==> config.mk <==
export PLATFORM = sky130hd
export DESIGN_NAME = multicycle_control_unit_flat
export DESIGN_NICKNAME = d
export VERILOG_FILES = /design/src/rtl/multicycle_control_unit_if.sv /design/src/rtl/multicycle_control_unit.sv /design/src/flat_wrapper.sv
export SDC_FILE = /design/constraint.sdc
export NUM_CORES = 1
export LEC_CHECK = 0
export BUFFER_PORTS_ARGS = -buffer_cell sky130_fd_sc_hd__buf_2
export CORE_MARGIN = 5
export CORE_UTILIZATION = 36
export CTS_BUF_LIST = sky130_fd_sc_hd__clkbuf_8
export DETAILED_ROUTE_END_ITERATION = 8
export GPL_ROUTABILITY_DRIVEN = 0
export GPL_TIMING_DRIVEN = 1
export PLACE_DENSITY_LB_ADDON = 0.3
export SLEW_MARGIN = 20
export SYNTH_ARGS = -nofsm -noshare
export SYNTH_HDL_FRONTEND = slang
export SYNTH_SLANG_ARGS = --single-unit
==> constraint.sdc <==
create_clock -name clk -period 4.2 [get_ports clk]
set_input_delay 0.21 -clock clk [delete_from_list [all_inputs] [get_ports clk]]
set_output_delay 0.21 -clock clk [all_outputs]
set_load 0.05 [all_outputs]
==> src/rtl/multicycle_control_unit_if.sv <==
// Bundle between the multi-cycle control FSM and the datapath/memory side.
// Latency: n/a (wiring only). Backpressure: mem_ready from the memory side stalls the FSM.
// Ports: opcode/mem_ready flow into the controller; strobes, selects, trap pulses,
//        retire count and debug state flow out. master = controller, slave = datapath.
interface multicycle_control_unit_if #(
    parameter int OPCODE_W = 6,
    parameter int CNT_W    = 16
);
    logic [OPCODE_W-1:0] opcode;
    logic                mem_ready;

    logic                PCWrite;
    logic                PCWriteCond;
    logic                IorD;
    logic                MemRead;
    logic                MemWrite;
    logic                MemToReg;
    logic                IRWrite;
    logic                RegWrite;
    logic                RegDst;
    logic                ALUSrcA;
    logic [1:0]          ALUSrcB;
    logic [1:0]          ALUOp;
    logic [1:0]          PCSource;

    logic                illegal_op;
    logic                mem_fault;
    logic                instr_done;
    logic [CNT_W-1:0]    instr_count;
    logic [3:0]          state;

    modport master (
        input  opcode, mem_ready,
        output PCWrite, PCWriteCond, IorD, MemRead, MemWrite, MemToReg, IRWrite,
               RegWrite, RegDst, ALUSrcA, ALUSrcB, ALUOp, PCSource,
               illegal_op, mem_fault, instr_done, instr_count, state
    );

    modport slave (
        output opcode, mem_ready,
        input  PCWrite, PCWriteCond, IorD, MemRead, MemWrite, MemToReg, IRWrite,
               RegWrite, RegDst, ALUSrcA, ALUSrcB, ALUOp, PCSource,
               illegal_op, mem_fault, instr_done, instr_count, state
    );
endinterface

==> src/rtl/multicycle_control_unit.sv <==
// Multi-cycle MIPS main control FSM with illegal-opcode and memory-timeout traps.
// Latency: beq/j 3, R/addi/sw 4, lw 5 cycles when mem_ready is always high.
// Backpressure: FETCH/MEMRD/MEMWR hold until mem_ready; traps after WAIT_MAX cycles (0 = never).
// Ports: clk, reset (sync, active-high), bus (master modport): opcode/mem_ready in;
//        datapath strobes/selects, illegal_op/mem_fault/instr_done pulses, instr_count, state out.
module multicycle_control_unit #(
    parameter int OPCODE_W    = 6,
    parameter int ENABLE_ADDI = 1,
    parameter int WAIT_MAX    = 15,
    parameter int CNT_W       = 16
) (
    input  logic                      clk,
    input  logic                      reset,
    multicycle_control_unit_if.master bus
);
    localparam int WCNT_W = (WAIT_MAX > 1) ? $clog2(WAIT_MAX) : 1;
    localparam logic [WCNT_W-1:0] WAIT_LAST = WCNT_W'(WAIT_MAX - 1);

    localparam logic [OPCODE_W-1:0] OP_RTYPE = OPCODE_W'(6'b000000);
    localparam logic [OPCODE_W-1:0] OP_LW    = OPCODE_W'(6'b100011);
    localparam logic [OPCODE_W-1:0] OP_SW    = OPCODE_W'(6'b101011);
    localparam logic [OPCODE_W-1:0] OP_BEQ   = OPCODE_W'(6'b000100);
    localparam logic [OPCODE_W-1:0] OP_J     = OPCODE_W'(6'b000010);
    localparam logic [OPCODE_W-1:0] OP_ADDI  = OPCODE_W'(6'b001000);

    typedef enum logic [3:0] {
        FETCH  = 4'd0,  DECODE = 4'd1,  MEMADR = 4'd2,  MEMRD  = 4'd3,
        MEMWB  = 4'd4,  MEMWR  = 4'd5,  EXEC   = 4'd6,  RWB    = 4'd7,
        BRANCH = 4'd8,  JUMP   = 4'd9,  ADDIEX = 4'd10, ADDIWB = 4'd11,
        TRAP   = 4'd12
    } state_t;

    state_t            st;
    logic [WCNT_W-1:0] wait_cnt;
    logic              cause_fault;   // latched trap cause: 1 = mem timeout, 0 = illegal opcode
    logic [CNT_W-1:0]  count;
    logic              waiting;
    logic              timeout;
    logic              done;

    assign waiting = (st == FETCH) || (st == MEMRD) || (st == MEMWR);
    // mem_ready in the last allowed cycle still completes the access.
    assign timeout = (WAIT_MAX > 0) && waiting && !bus.mem_ready && (wait_cnt == WAIT_LAST);
    assign done    = (st == MEMWB) || (st == RWB) || (st == BRANCH) || (st == JUMP) ||
                     (st == ADDIWB) || ((st == MEMWR) && bus.mem_ready);

    always_ff @(posedge clk) begin
        if (reset) begin
            st          <= FETCH;
            wait_cnt    <= '0;
            count       <= '0;
            cause_fault <= 1'b0;
        end else begin
            if (done)
                count <= count + CNT_W'(1);

            // Outside the memory states the counter sits at zero, so every entry starts fresh.
            if (waiting && !bus.mem_ready)
                wait_cnt <= wait_cnt + WCNT_W'(1);
            else
                wait_cnt <= '0;

            case (st)
                FETCH, MEMRD, MEMWR: begin
                    if (bus.mem_ready) begin
                        if (st == FETCH)      st <= DECODE;
                        else if (st == MEMRD) st <= MEMWB;
                        else                  st <= FETCH;
                    end else if (timeout) begin
                        st          <= TRAP;
                        cause_fault <= 1'b1;
                    end
                end
                DECODE: begin
                    if (bus.opcode == OP_RTYPE)                         st <= EXEC;
                    else if (bus.opcode == OP_LW || bus.opcode == OP_SW) st <= MEMADR;
                    else if (bus.opcode == OP_BEQ)                      st <= BRANCH;
                    else if (bus.opcode == OP_J)                        st <= JUMP;
                    else if (ENABLE_ADDI != 0 && bus.opcode == OP_ADDI) st <= ADDIEX;
                    else begin
                        st          <= TRAP;
                        cause_fault <= 1'b0;
                    end
                end
                MEMADR: begin
                    // Opcode is re-sampled here; a value that is neither lw nor sw traps.
                    if (bus.opcode == OP_LW)      st <= MEMRD;
                    else if (bus.opcode == OP_SW) st <= MEMWR;
                    else begin
                        st          <= TRAP;
                        cause_fault <= 1'b0;
                    end
                end
                EXEC:    st <= RWB;
                ADDIEX:  st <= ADDIWB;
                default: st <= FETCH;   // MEMWB, RWB, BRANCH, JUMP, ADDIWB, TRAP
            endcase
        end
    end

    assign bus.state       = st;
    assign bus.instr_count = reset ? '0 : count;

    always_comb begin
        bus.PCWrite     = 1'b0;
        bus.PCWriteCond = 1'b0;
        bus.IorD        = 1'b0;
        bus.MemRead     = 1'b0;
        bus.MemWrite    = 1'b0;
        bus.MemToReg    = 1'b0;
        bus.IRWrite     = 1'b0;
        bus.RegWrite    = 1'b0;
        bus.RegDst      = 1'b0;
        bus.ALUSrcA     = 1'b0;
        bus.ALUSrcB     = 2'b00;
        bus.ALUOp       = 2'b00;
        bus.PCSource    = 2'b00;
        bus.illegal_op  = 1'b0;
        bus.mem_fault   = 1'b0;
        bus.instr_done  = 1'b0;
        if (!reset) begin
            bus.instr_done = done;
            case (st)
                FETCH: begin
                    bus.MemRead = 1'b1;
                    bus.ALUSrcB = 2'b01;
                    bus.IRWrite = bus.mem_ready;
                    bus.PCWrite = bus.mem_ready;
                end
                DECODE: bus.ALUSrcB = 2'b11;
                MEMADR, ADDIEX: begin
                    bus.ALUSrcA = 1'b1;
                    bus.ALUSrcB = 2'b10;
                end
                MEMRD: begin
                    bus.MemRead = 1'b1;
                    bus.IorD    = 1'b1;
                end
                MEMWB: begin
                    bus.RegWrite = 1'b1;
                    bus.MemToReg = 1'b1;
                end
                MEMWR: begin
                    bus.MemWrite = 1'b1;
                    bus.IorD     = 1'b1;
                end
                EXEC: begin
                    bus.ALUSrcA = 1'b1;
                    bus.ALUOp   = 2'b10;
                end
                RWB: begin
                    bus.RegWrite = 1'b1;
                    bus.RegDst   = 1'b1;
                end
                BRANCH: begin
                    bus.ALUSrcA     = 1'b1;
                    bus.ALUOp       = 2'b01;
                    bus.PCWriteCond = 1'b1;
                    bus.PCSource    = 2'b01;
                end
                JUMP: begin
                    bus.PCWrite  = 1'b1;
                    bus.PCSource = 2'b10;
                end
                ADDIWB:  bus.RegWrite = 1'b1;
                TRAP: begin
                    bus.illegal_op = !cause_fault;
                    bus.mem_fault  = cause_fault;
                end
                default: ;
            endcase
        end
    end
endmodule
==> src/flat_wrapper.sv <==
// flat-port wrapper written by rule: the top's interface ports become plain ports
module multicycle_control_unit_flat 
#(
    parameter int OPCODE_W    = 6,
    parameter int ENABLE_ADDI = 1,
    parameter int WAIT_MAX    = 15,
    parameter int CNT_W       = 16
)
  (clk, reset, bus_opcode, bus_mem_ready, bus_PCWrite, bus_PCWriteCond, bus_IorD, bus_MemRead, bus_MemWrite, bus_MemToReg, bus_IRWrite, bus_RegWrite, bus_RegDst, bus_ALUSrcA, bus_ALUSrcB, bus_ALUOp, bus_PCSource, bus_illegal_op, bus_mem_fault, bus_instr_done, bus_instr_count, bus_state);
  multicycle_control_unit_if #(.OPCODE_W(OPCODE_W), .CNT_W(CNT_W)) bus_i ();
  input  logic clk;
  input  logic reset;
  input wire logic [$bits(bus_i.opcode)-1:0] bus_opcode;
  input wire logic [$bits(bus_i.mem_ready)-1:0] bus_mem_ready;
  output wire logic [$bits(bus_i.PCWrite)-1:0] bus_PCWrite;
  output wire logic [$bits(bus_i.PCWriteCond)-1:0] bus_PCWriteCond;
  output wire logic [$bits(bus_i.IorD)-1:0] bus_IorD;
  output wire logic [$bits(bus_i.MemRead)-1:0] bus_MemRead;
  output wire logic [$bits(bus_i.MemWrite)-1:0] bus_MemWrite;
  output wire logic [$bits(bus_i.MemToReg)-1:0] bus_MemToReg;
  output wire logic [$bits(bus_i.IRWrite)-1:0] bus_IRWrite;
  output wire logic [$bits(bus_i.RegWrite)-1:0] bus_RegWrite;
  output wire logic [$bits(bus_i.RegDst)-1:0] bus_RegDst;
  output wire logic [$bits(bus_i.ALUSrcA)-1:0] bus_ALUSrcA;
  output wire logic [$bits(bus_i.ALUSrcB)-1:0] bus_ALUSrcB;
  output wire logic [$bits(bus_i.ALUOp)-1:0] bus_ALUOp;
  output wire logic [$bits(bus_i.PCSource)-1:0] bus_PCSource;
  output wire logic [$bits(bus_i.illegal_op)-1:0] bus_illegal_op;
  output wire logic [$bits(bus_i.mem_fault)-1:0] bus_mem_fault;
  output wire logic [$bits(bus_i.instr_done)-1:0] bus_instr_done;
  output wire logic [$bits(bus_i.instr_count)-1:0] bus_instr_count;
  output wire logic [$bits(bus_i.state)-1:0] bus_state;
  assign bus_i.opcode = bus_opcode;
  assign bus_i.mem_ready = bus_mem_ready;
  assign bus_PCWrite = bus_i.PCWrite;
  assign bus_PCWriteCond = bus_i.PCWriteCond;
  assign bus_IorD = bus_i.IorD;
  assign bus_MemRead = bus_i.MemRead;
  assign bus_MemWrite = bus_i.MemWrite;
  assign bus_MemToReg = bus_i.MemToReg;
  assign bus_IRWrite = bus_i.IRWrite;
  assign bus_RegWrite = bus_i.RegWrite;
  assign bus_RegDst = bus_i.RegDst;
  assign bus_ALUSrcA = bus_i.ALUSrcA;
  assign bus_ALUSrcB = bus_i.ALUSrcB;
  assign bus_ALUOp = bus_i.ALUOp;
  assign bus_PCSource = bus_i.PCSource;
  assign bus_illegal_op = bus_i.illegal_op;
  assign bus_mem_fault = bus_i.mem_fault;
  assign bus_instr_done = bus_i.instr_done;
  assign bus_instr_count = bus_i.instr_count;
  assign bus_state = bus_i.state;
  multicycle_control_unit #(.OPCODE_W(OPCODE_W), .ENABLE_ADDI(ENABLE_ADDI), .WAIT_MAX(WAIT_MAX), .CNT_W(CNT_W)) u_core (.clk(clk), .reset(reset), .bus(bus_i));
endmodule
# Word level (Yosys, flattened, before mapping)

Cells that the tools add are included.

Register bits after elaboration: 25
Input port bits: 9

Add/subtract/negate cells: 2
Equality and inequality tests: 28
Mux-type cells: 54
Bitwise gates (word level): 1
Reduce and logical (&&, ||, !) cells: 24

Operators with widths:

| kind                  | count |
|---|---|
| $mux 4                | 9 |
| $mux 1                | 33 |
| $eq 4x4->1 const B    | 6 |
| $pmux 4 s5            | 1 |
| $add 16x1->16 const B | 1 |
| $eq 4x3->1 const B    | 4 |
| $mux 16               | 1 |
| $ne 2x2->1 const B    | 8 |
| $eq 6x6->1 const B    | 2 |
| $reduce_and 10->1     | 1 |
| $eq 4x2->1 const B    | 2 |
| $logic_or 1x1->1      | 8 |
| $pmux 2 s2            | 2 |
| $reduce_or 2->1       | 4 |
| $eq 6x2->1 const B    | 1 |
| $eq 6x3->1 const B    | 1 |
| $eq 6x4->1 const B    | 1 |
| $logic_not 6->1       | 1 |
| $mux 2                | 3 |
| $mux 3                | 2 |
| $pmux 2 s3            | 1 |
| $reduce_or 3->1       | 2 |
| $add 4x1->4 const B   | 1 |
| $eq 4x1->1 const B    | 1 |
| other kinds (10)      | 13 |

# Logic depth before layout (Yosys ltp)

Word-level depth: 8
Depth in mapped cells: 7
Gate-level depth less buffers: 6

# Least setup slack after synthesis

No wires, ideal clock.

Kind: register to output
Start point: register u_core.st[3] (netlist: u_core.bus.state[3])
End point: output bus_ALUSrcA
Data arrival time: 2.901 ns
Required time: 3.990 ns
Setup slack: 1.089 ns
Stages on the path, launching flop included: 5
Cells stage by stage: dfxtp_1 > buf_2 > clkbuf_1 > nor2_1 > nor4b_1

Word-level cells in the longest chain between the ends: 4
Elaborated cells on any way between the ends: 7

RTL lines:

| what                               | RTL line                       | text |
|---|---|---|
| start, declared                    | multicycle_control_unit.sv:33  | `state_t st;` |
| start signal, assigned             | multicycle_control_unit.sv:49  | `st <= FETCH;` |
| start signal, assigned             | multicycle_control_unit.sv:66  | `if (st == FETCH) st <= DECODE;` |
| start signal, assigned             | multicycle_control_unit.sv:67  | `else if (st == MEMRD) st <= MEMWB;` |
| $eq 4x2->1 (tied with other cells) | multicycle_control_unit.sv:123 | `case (st)` |
| $reduce_or 4->1 (no source line) * | n/a                            |  |
| $mux 1 *                           | multicycle_control_unit.sv:123 |  |
| $mux 1 *                           | multicycle_control_unit.sv:121 | `if (!reset) begin` |
| end, declared                      | flat_wrapper.sv:24             | `output wire logic [$bits(bus_i.ALUSrcA)-1:0] bus_ALUSrcA;` |

Mark *: on every way between the ends. The rest lies on a longest branch, timed or not.

# Final worst setup path

Start point: register u_core.st[1] (netlist: u_core.bus.state[1])
End point: output bus_instr_done

Word-level cells in the longest chain between the ends: 7
Elaborated cells on any way between the ends: 13

RTL lines:

| what                          | RTL line                       | text |
|---|---|---|
| $eq 4x3->1                    | multicycle_control_unit.sv:44  | `assign done = (st == MEMWB) \|\| (st == RWB) \|\| (st == BRANCH) \|\| (st == JUMP) \|\|` |
| $logic_or 1x1->1 (4 in a row) | multicycle_control_unit.sv:44  |  |
| $logic_or 1x1->1 *            | multicycle_control_unit.sv:45  | `(st == ADDIWB) \|\| ((st == MEMWR) && bus.mem_ready);` |
| $mux 1 *                      | multicycle_control_unit.sv:121 |  |
| end, declared                 | flat_wrapper.sv:30             | `output wire logic [$bits(bus_i.instr_done)-1:0] bus_instr_done;` |

Marks and branches as above.

==> results.cfg <==
[run_status]
run_status = complete, no violations

[synth]
synth_top_area_share_pct = 28.6
synth_nets = 237
synth_edf_count = 0
ys_seq_area_share_pct = 28.6
synth.area.top_cells = dfxtp_1, nor2_1, nor2b_1, xnor2_1, xor2_1
yosysWarnings = 0
ys_ff_latch = 25
synth_cell_types = 52
synthTopCellsByCount = nor2_1, dfxtp_1, nand2_1, nor2b_1, nor3_1
yosysMostFrequentCell = nor2_1
synth-main-ff-cell = dfxtp_1
synth_top_cell_by_area = dfxtp_1
synth.avg_cell_area_um2 = 7.77
synth_cells = 225
synth_area_um2 = 1750
synthArstFlopShare_pct = 0

[cts]
cts.reportedPaths.clkPinSlew_ns = 0.09
clockBufferDepth = 2
cts_max_level = 1
cts_hold_buf = 0
cts_sinks = 25
postCtsResizedCells = 0
cts_tree = yes
clk_latency_ns = 0.27
cts_made_buffers = 3
post_cts_buffers = 0
clock-root-buffer = clkbuf_8

[critical_path]
crit_family = flip-flops
path_buf_inv = 1
cp.required_ns = 3.99
critPathMaxFanout = 20
crit_path_end_kind = output port
critPathSlowestCell = dfxtp_1
crit_type = reg -> out
reg2reg_depth = 4
startpoint_type = flop
critPathArrivalTime_ns = 2.22
path_cells = nor3b_2 -> o21ai_1 -> nand3_1 -> nor2_1 -> buf_2
reg2reg_slack_ns = 1.94
r2r_end = u_core.count[7]
slowest_delay_ns = 0.77
r2r_start = u_core.bus.state[0]

[sta]
rsz0062_at_grt = false
setup_viol = 0
hold_viol_final = 0
tightest_slew_ns = 0.802
maxSlewViolCount = 0
fmax_ghz = 0.411
max-slew-margin-rel_pct = 46.5
fin_setup_tns_ns = 0
finalCriticalPeriod_ns = 2.43
fin_hold_ws_ns = 0.292
fin_worst_skew_ns = 0.00389
layout_worst_path_cycle_share_pct = 57.9

[final_layout]
fin_cells = 327
fin_area_um2 = 2040
antenna_cells = 0
fillers = 498
area_growth_pct = 16.6
nets = 273
layout-drive-gt1-share_pct = 25.0

[min_path]
holdCritStartpoint = bus_opcode[5]
hold_path_end = u_core.bus.state[0]
worstHoldPathCells = 4
hp-class = in -> reg

[place]
dpl_cell_area_um2 = 1990
place_hpwl_um = 3030
portBuffers = 47
dp_cells = 323

[drt]
wl_met3_um = 262
met1_length_um = 2060
vias = 1647
drt_iter0_drc = 88
drc = 0
route.met2.wl_um = 1800
firstDrtPassIters = 4
wl_per_cell_um = 12.7
vias_per_cell = 5.04
ant_nets = 0
drt_wl_total_um = 4170
top_layer_used = met4

[grt]
grt_start_max_net_pins = 48
grt_util_all_layers_pct = 13.4
antenna_found_initial = 0
gr-total-overflow = 0
grt_pass1_vias = 1517
grt_pass1_wl_um = 7050

[power]
power_density_nw_per_um2 = 250
p_leak_nw = 0.844
ir_drop_mv = 0.0982

[floorplan]
die_y_um = 79.7
initial_core_util_pct = 37.0
core_um2 = 4720
rows = 25
chipWidth_um = 79.7
ios = 48
die-area_um2 = 6350

[run]
maxCapViolCount = 0
## power by group
group	internal [W]	leakage (nW)	switching, W	total, W
sequential	0.000241	0.202	0.0000145	0.000256
clock	0.0000672	0.0217	0.0000793	0.000147
combinational	0.0000331	0.620	0.0000743	0.000107
## tightest hold or removal path: cells and delay by family
kind,cells,cell delay (ns)
compound gates,1,0.07
buf+inv,1,0.11
simple gates,2,0.12
## through the flow
stage | total power [W] | setup slack [ns] | util (%)
finish | 0.000510 | 1.77 | 43.2
global placement | 0.000368 | 2.04 | 42.1
detailed placement | 0.000369 | 1.99 | 42.1
global route | 0.000534 | 1.52 | 43.2
floorplan | 0.000345 | 1.09 | -
CTS | 0.000518 | 1.76 | 43.2
## cells by family after synthesis
logic type | count (synthesis) | share of synthesized area [%]
buffers and inverters | 19 | 5.08
muxes | 3 | 1.79
DFF | 25 | 28.6
AOI/OAI and AO/OA | 29 | 12.2
xor gates and xnor gates | 18 | 9.02
adders and majority gates | 4 | 2.72
and+or+nand+nor | 127 | 40.6
## flip-flops by register name (all words and copies together), names as in the netlist
name                cells
u_core.cause_fault      1
u_core.bus.state        4
u_core.wait_cnt         4
u_core.count           16
## routing by layer
layer | track usage, % | up-vias
met5 | 0 | -
met4 | 3.09 | 0
met3 | 2.60 | 2
met2 | 21.2 | 38
met1 | 18.6 | 746
li1 | - | 861
## placed cells by master, fill, tap and decap left out, types with 4 or more instances in the layout
cell      n
a21oi_1   9
and3_1    5
buf_2    47
dfxtp_1  25
nand2_1  16
nand3_1   8
nor2_1   35
nor2b_1  16
nor3_1   13
nor4_1    6
nor4b_1   4
o21ai_0   6
or3_1     4
xnor2_1   9
xor2_1    9
## final cells by class
class                      instances  area [um2]  share of cell area [%]
sequential                        25         500                    24.6
timing repair buffer              47         235                    11.5
inverter                           3        11.3                   0.552
clock inverter                     1        7.51                   0.368
tap                               67        83.8                    4.11
multi-input combinational        181        1160                    56.8
clock buffer                       3        41.3                    2.03
## worst max-delay path by stage
stage | end | cells after the start | startpoint | slack (ns)
2_1_floorplan | bus_ALUSrcA | 4 | u_core.bus.state[3] | 1.09
3_3_place_gp | u_core.count[7] | 4 | u_core.bus.state[0] | 2.04
3_5_place_dp | u_core.count[7] | 4 | u_core.bus.state[0] | 1.99
4_1_cts | bus_instr_done | 5 | u_core.bus.state[1] | 1.76
5_1_grt | bus_instr_done | 5 | u_core.bus.state[1] | 1.52
6_report | bus_instr_done | 5 | u_core.bus.state[1] | 1.77
No activity file was read; power rests on OpenSTA's default activity.
